<file path="src/rtl/menu_pkg.sv">
// Shared types and channel indices for the front-panel menu controller.
package menu_pkg;

   typedef enum logic [1:0] {EV_IDLE, EV_HELD, EV_LONG} btn_ev_t;

   typedef enum logic [1:0] {ADC_PWM, ADC_R2R, ADC_SAR, ADC_XADC} adc_sel_t;

   localparam int CH_ADC   = 0;
   localparam int CH_SCALE = 1;
   localparam int CH_RADIX = 2;
   localparam int CH_MODE  = 3;

endpackage

</file>
<file path="src/rtl/menu_btn_event.sv">
// Per-button press classifier: rising-edge detect, hold counter, short/long event pulses.
//
// state   | meaning
// EV_IDLE | waiting for a fresh rising edge on btn
// EV_HELD | button held, counting toward a long press
// EV_LONG | long press already reported, waiting for release
module menu_btn_event
   import menu_pkg::*;
#(
   parameter int LONG_CYCLES = 50_000_000,
   parameter int CNT_W       = $clog2(LONG_CYCLES + 1)
) (
   input  logic clk,
   input  logic reset,
   input  logic btn,
   output logic short_p,
   output logic long_p
);

   localparam logic [CNT_W-1:0] CNT_LONG = CNT_W'(LONG_CYCLES);
   localparam logic [CNT_W-1:0] CNT_ONE  = CNT_W'(1);

   btn_ev_t          state_q, state_d;
   logic [CNT_W-1:0] cnt_q, cnt_d;
   logic             btn_prev;

   // btn_prev resets high so a button held through reset needs a full release first
   always_ff @(posedge clk) begin
      if (reset) begin
         state_q  <= EV_IDLE;
         cnt_q    <= '0;
         btn_prev <= 1'b1;
      end else begin
         state_q  <= state_d;
         cnt_q    <= cnt_d;
         btn_prev <= btn;
      end
   end

   // Events are Mealy outputs so the top registers sel on the deciding edge
   always_comb begin
      state_d = state_q;
      cnt_d   = cnt_q;
      short_p = 1'b0;
      long_p  = 1'b0;
      case (state_q)
         EV_IDLE: begin
            if (btn && !btn_prev) begin
               state_d = EV_HELD;
               cnt_d   = CNT_ONE;
            end
         end
         EV_HELD: begin
            if (!btn) begin
               short_p = 1'b1;
               state_d = EV_IDLE;
            end else if (cnt_q >= CNT_LONG - CNT_ONE) begin
               long_p  = 1'b1;
               state_d = EV_LONG;
               cnt_d   = CNT_LONG;
            end else begin
               cnt_d = cnt_q + CNT_ONE;
            end
         end
         EV_LONG: begin
            if (!btn) state_d = EV_IDLE;
         end
         default: state_d = EV_IDLE;
      endcase
   end

endmodule

</file>
<file path="src/rtl/menu_ctrl_param.sv">
// Front-panel menu controller: per-channel wrap-around selection registers stepped by
// short (forward) and long (back) presses, with lock gating and ch0 one-hot ADC enables.
module menu_ctrl_param
   import menu_pkg::*;
#(
   parameter int                   NUM_BTN     = 4,
   parameter int                   SEL_W       = 2,
   parameter logic [4*NUM_BTN-1:0] MODE_COUNTS = {4'd3, 4'd2, 4'd3, 4'd4},
   parameter int                   LONG_CYCLES = 50_000_000,
   parameter int                   CNT_W       = $clog2(LONG_CYCLES + 1)
) (
   input  logic                     clk,
   input  logic                     reset,
   input  logic [NUM_BTN-1:0]       btn_in,
   input  logic                     lock,
   output logic [NUM_BTN*SEL_W-1:0] sel,
   output logic [NUM_BTN-1:0]       sel_changed,
   output logic [NUM_BTN-1:0]       long_evt,
   output logic [2**SEL_W-1:0]      ch0_en
);

   localparam int EN_W = 2**SEL_W;
   localparam int N0   = int'(MODE_COUNTS[4*CH_ADC +: 4]);

   logic [NUM_BTN-1:0]       short_p, long_p;
   logic [NUM_BTN*SEL_W-1:0] sel_d;
   logic [NUM_BTN-1:0]       chg_d;
   logic [EN_W-1:0]          ch0_en_d;

   for (genvar g = 0; g < NUM_BTN; g++) begin : g_ch
      localparam int               N    = int'(MODE_COUNTS[4*g +: 4]);
      localparam logic [SEL_W-1:0] LAST = SEL_W'(N - 1);

      logic [SEL_W-1:0] cur, nxt;
      logic             chg;

      menu_btn_event #(
         .LONG_CYCLES (LONG_CYCLES),
         .CNT_W       (CNT_W)
      ) u_evt (
         .clk     (clk),
         .reset   (reset),
         .btn     (btn_in[g]),
         .short_p (short_p[g]),
         .long_p  (long_p[g])
      );

      assign cur = sel[g*SEL_W +: SEL_W];

      // Out-of-range recovery is not lock-gated; it is a correction, not a user event
      always_comb begin
         nxt = cur;
         chg = 1'b0;
         if (int'(cur) >= N) begin
            nxt = '0;
            chg = 1'b1;
         end else if (!lock && N > 1) begin
            if (short_p[g]) begin
               nxt = (cur == LAST) ? '0 : cur + SEL_W'(1);
               chg = 1'b1;
            end else if (long_p[g]) begin
               nxt = (cur == '0) ? LAST : cur - SEL_W'(1);
               chg = 1'b1;
            end
         end
      end

      assign sel_d[g*SEL_W +: SEL_W] = nxt;
      assign chg_d[g]                = chg;
   end

   always_comb begin
      ch0_en_d = '0;
      for (int b = 0; b < EN_W; b++) begin
         if (b < N0 && sel_d[CH_ADC*SEL_W +: SEL_W] == SEL_W'(b)) ch0_en_d[b] = 1'b1;
      end
   end

   always_ff @(posedge clk) begin
      if (reset) begin
         sel         <= '0;
         sel_changed <= '0;
         long_evt    <= '0;
         ch0_en      <= EN_W'(1);
      end else begin
         sel         <= sel_d;
         sel_changed <= chg_d;
         long_evt    <= long_p;
         ch0_en      <= ch0_en_d;
      end
   end

endmodule

</file>
<file path="config.mk">
export PLATFORM = sky130hd
export DESIGN_NAME = menu_ctrl_param
export DESIGN_NICKNAME = d
export VERILOG_FILES = /design/src/rtl/menu_pkg.sv /design/src/rtl/menu_btn_event.sv /design/src/rtl/menu_ctrl_param.sv
export SDC_FILE = /design/constraint.sdc
export NUM_CORES = 1
export LEC_CHECK = 0
export CAP_MARGIN = 20
export CORE_ASPECT_RATIO = 1.2
export CORE_MARGIN = 3
export CORE_UTILIZATION = 48
export CTS_CLUSTER_SIZE = 14
export DETAILED_ROUTE_END_ITERATION = 10
export PLACE_DENSITY = 0.65
export SETUP_SLACK_MARGIN = 0.4
export SLEW_MARGIN = 40
export SYNTH_ARGS = -nofsm -noshare
export SYNTH_HDL_FRONTEND = slang
export SYNTH_HIERARCHICAL = 1
export SYNTH_SLANG_ARGS = --single-unit
</file>
<file path="constraint.sdc">
create_clock -name clk -period 3.6 [get_ports clk]
set_input_delay 0.72 -clock clk [delete_from_list [all_inputs] [get_ports clk]]
set_output_delay 0.72 -clock clk [all_outputs]
set_load 0.005 [all_outputs]
</file>
==> flow_results.xml <==
<?xml version="1.0" encoding="UTF-8"?>
<metrics>
  <group name="die">
    <metric name="height_of_the_chip" unit="um">141.4</metric>
    <metric name="fp.dieW" unit="um">118.8</metric>
    <metric name="pin_count" unit="">27</metric>
    <metric name="design.die.area" unit="um2">16810</metric>
    <metric name="core_area" unit="um2">14650</metric>
    <metric name="starting_density_of_the_core" unit="">0.5005</metric>
    <metric name="placementRows" unit="">48</metric>
  </group>
  <group name="worst_setup_path">
    <metric name="critPathLaunch" unit="">g_ch[0].u_evt/cnt_q[0]</metric>
    <metric name="critical_path.most_common_cell" unit="">sky130_fd_sc_hd__and2_1</metric>
    <metric name="timing.critical_path.required" unit="ns">3.92</metric>
    <metric name="r2r_start" unit="">g_ch[0].u_evt/cnt_q[0]</metric>
    <metric name="crit_slowest_cell" unit="">sky130_fd_sc_hd__o311ai_2</metric>
    <metric name="critical_path.startpoint_type" unit="">register</metric>
    <metric name="max_stage_delay" unit="ns">0.44</metric>
    <metric name="timing.critical_path.buf_inv" unit="">1</metric>
    <metric name="crit_fanout" unit="">6</metric>
    <metric name="cp-end-kind" unit="">register</metric>
    <metric name="timing.critical_path.cells" unit="">ha_1, and2_1, a2111oi_4, o311ai_2, nand4_1, inv_1, o21bai_4, a221oi_2, nor2_2, and2_1</metric>
    <metric name="timing_worst_setup_path_type" unit="">reg2reg</metric>
    <metric name="critical_path.top_delay_family" unit="">compound AO/OA/AOI/OAI gates</metric>
    <metric name="arrival" unit="ns">2.97</metric>
  </group>
  <group name="clock_tree">
    <metric name="postCtsResizedCells" unit="">0</metric>
    <metric name="cts.sink_count" unit="">136</metric>
    <metric name="cts-root-buf" unit="">sky130_fd_sc_hd__clkbuf_16</metric>
    <metric name="clock_tree_from_tritoncts" unit="">yes</metric>
    <metric name="max-clock-path-buffers" unit="">2</metric>
    <metric name="clock_tree.htree_level_count" unit="">4</metric>
    <metric name="clock_slew_at_the_register_clock_pins_of_the_worst_setup_and_hold_paths" unit="ns">0.06</metric>
    <metric name="cts_made_buffers" unit="">17</metric>
    <metric name="cts_hold_buf" unit="">0</metric>
    <metric name="insertion_delay" unit="ns">0.42</metric>
    <metric name="cts_setup_buffers" unit="">0</metric>
  </group>
  <group name="global_routing">
    <metric name="grt_max_degree" unit="">35</metric>
    <metric name="grt_overflow" unit="">0</metric>
    <metric name="first_global_vias" unit="">6197</metric>
    <metric name="number_of_antenna_violations_at_the_first_check_in_global_routing" unit="">0</metric>
    <metric name="grt.met1_usage" unit="">0.2628</metric>
    <metric name="grt_busiest_layer" unit="">met2</metric>
    <metric name="grt_pass1_wl" unit="um">29500</metric>
    <metric name="groute.layer.met2.usage" unit="">0.3569</metric>
    <metric name="grt.total_usage" unit="">0.2124</metric>
    <metric name="grtUsageMet3" unit="">0.04585</metric>
  </group>
  <group name="synthesis">
    <metric name="synth_largest_area_cell" unit="">sky130_fd_sc_hd__dfxtp_1</metric>
    <metric name="synth_sequential_area_ratio" unit="">0.3712</metric>
    <metric name="synth_fp_nets" unit="">879</metric>
    <metric name="synth_async_sr_flop_share" unit="">0</metric>
    <metric name="post-synth-top-area-fraction" unit="">0.3712</metric>
    <metric name="synthesis.instances" unit="">858</metric>
    <metric name="ys.flop_type" unit="">sky130_fd_sc_hd__dfxtp_1</metric>
    <metric name="synth_area_leaders" unit="">sky130_fd_sc_hd__dfxtp_1 (37%), sky130_fd_sc_hd__nand3_1 (4.6%), sky130_fd_sc_hd__nor2_1 (4.6%)</metric>
    <metric name="synth-edff-count" unit="">0</metric>
    <metric name="synth.ff_latch_count" unit="">136</metric>
    <metric name="synthDistinctLibCells" unit="">57</metric>
    <metric name="summed_instance_area_of_the_synthesized_netlist" unit="um2">7335</metric>
    <metric name="synth.yosys.warnings" unit="">6</metric>
    <metric name="synth_area_per_cell" unit="um2">8.548</metric>
  </group>
  <group name="cells_and_area">
    <metric name="final.fill_count" unit="">1396</metric>
    <metric name="post_layout_util" unit="">0.5675</metric>
    <metric name="drive_above_1_share" unit="">0.1182</metric>
    <metric name="num_antenna_cells" unit="">0</metric>
    <metric name="cell_count_final_fillers_out" unit="">1088</metric>
    <metric name="mostFrequentLayoutCells" unit="">sky130_fd_sc_hd__dfxtp_1 (136), sky130_fd_sc_hd__nor2_1 (90), sky130_fd_sc_hd__nand2_1 (84), sky130_fd_sc_hd__nand3_1 (68), sky130_fd_sc_hd__nor3_1 (34)</metric>
    <metric name="layout.cells.most_common" unit="">sky130_fd_sc_hd__dfxtp_1</metric>
    <metric name="area_growth" unit="%">13.39</metric>
    <metric name="num-nets-final" unit="">896</metric>
  </group>
  <group name="timing">
    <metric name="final_setup_slack_of_the_worst_path" unit="ns">0.9537</metric>
    <metric name="slew_headroom" unit="">0.4871</metric>
    <metric name="rsz_0062_raised_after_global_routing" unit="">no</metric>
    <metric name="final-hold-violation-count" unit="">0</metric>
    <metric name="finalClockSkew" unit="ns">0.006647</metric>
    <metric name="timing_worst_slew_pin_value" unit="ns">0.7677</metric>
    <metric name="tns" unit="ns">0</metric>
    <metric name="setup_violations" unit="">0</metric>
    <metric name="final.period_utilization" unit="">0.7351</metric>
    <metric name="whs" unit="ns">0.4526</metric>
    <metric name="layout_min_cycle_time" unit="ns">2.646</metric>
    <metric name="max_freq" unit="GHz">0.3779</metric>
    <metric name="timing_max_transition_violations_final" unit="">0</metric>
  </group>
  <group name="routing">
    <metric name="antenna_violating_nets_post_route" unit="">0</metric>
    <metric name="dr_total_vias" unit="">6529</metric>
    <metric name="drt_drc_violations_left" unit="">0</metric>
    <metric name="vias_per_cell" unit="">6.001</metric>
    <metric name="post_drt_wl_per_cell" unit="um">16.01</metric>
    <metric name="drt_iter0_drc" unit="">428</metric>
    <metric name="routed_wirelength" unit="um">17420</metric>
    <metric name="drt_pre_antenna_iters" unit="">5</metric>
  </group>
  <group name="placement">
    <metric name="port-buffer-count" unit="">26</metric>
    <metric name="detailed_place_hpwl" unit="um">12170</metric>
    <metric name="placement_setup_slack" unit="ns">0.8057</metric>
    <metric name="place_inst" unit="">1056</metric>
    <metric name="weighted_congestion_reported_at_the_end_of_routability_driven_placement" unit="">0.8976</metric>
  </group>
  <group name="status">
    <metric name="outcome" unit="">finished clean</metric>
  </group>
  <group name="job">
    <metric name="max_cap_viol_count" unit="">0</metric>
  </group>
  <group name="power">
    <metric name="p_per_area" unit="nW/um2">416.2</metric>
    <metric name="leakagePower" unit="nW">2.853</metric>
    <metric name="ir_drop" unit="V">0.0003179</metric>
  </group>
  <group name="min_path">
    <metric name="min_from" unit="">sel[5]</metric>
    <metric name="timing.hold.worst.class" unit="">reg2reg</metric>
  </group>
</metrics>
area by class of cell:
type | instances | area, um2 | share of cell area
inverters | 14 | 52.55 | 0.006319
clock buffers | 20 | 466.7 | 0.05612
clock inverters | 12 | 147.6 | 0.01775
multi-input cells | 670 | 4347 | 0.5226
well taps | 200 | 250.2 | 0.03009
flip-flops and latches | 136 | 2723 | 0.3274
repair buffers | 36 | 330.3 | 0.03972
metal layers:
metal	wire length [um]	share of wire
met1	7788	0.45
met2	8544	0.49
met3	720	0.041
met4	370	0.021
met5	0	0
flip-flops by register name, indices dropped and copies added, names as in the netlist:
| name | flops |
|---|---|
| ch0_en | 4 |
| sel_changed | 4 |
| g_ch.u_evt/state_q | 8 |
| long_evt | 4 |
| sel | 8 |
| g_ch.u_evt/btn_prev | 4 |
| g_ch.u_evt/cnt_q | 104 |
per-stage QoR:
stage / power (mW) / cell area, um2
global placement: 1.677 / 7702
global route: 3.582 / 8317
CTS: 3.501 / 8317
finish: 3.462 / 8317
detailed placement: 1.681 / 7702
floorplan: 1.636 / 7335
kinds of logic (layout without fill, tap and decap cells):
logic type	after synthesis	in the layout	synth area share
compound gates	140	140	0.1496
xor+xnor	49	49	0.05851
fa+ha+maj	14	14	0.02388
buf+inv	52	82	0.03616
flops	136	136	0.3712
mux	22	22	0.03275
other cells	1	1	0.0005113
simple gates	444	444	0.3274
path summary, 6_finish.rpt:
check	slack (ns)	depth (start not counted)	to
min reg2reg	0.45	1	sel[4]
max	0.95	10	ch0_en[2]
max reg2reg	0.95	10	ch0_en[2]
min	0.45	1	sel[4]
where the power goes:
group,switching (mW),total (mW),internal (mW)
Clock,0.672,1.81,1.14
Combinational,0.0830,0.124,0.0410
Sequential,0.00955,1.53,1.52
synth_stat cells, drive strengths merged (5+ instances only):
cell / instances
and3: 24
a31o: 8
a211oi: 9
nor4: 24
nor4b: 5
nand4: 32
mux2: 16
nand2: 84
o221a: 8
nor3: 34
nand3: 68
ha: 14
xor2: 20
a21oi: 27
o21ai: 32
dfxtp: 136
nor3b: 13
xnor2: 29
a31oi: 16
and4: 12
inv: 14
buf: 20
mux2i: 6
a2111oi: 8
nor2: 93
clkbuf: 18
o311ai: 8
nor2b: 10
and2: 17
Note: power is estimated with default switching activity, not from simulation.
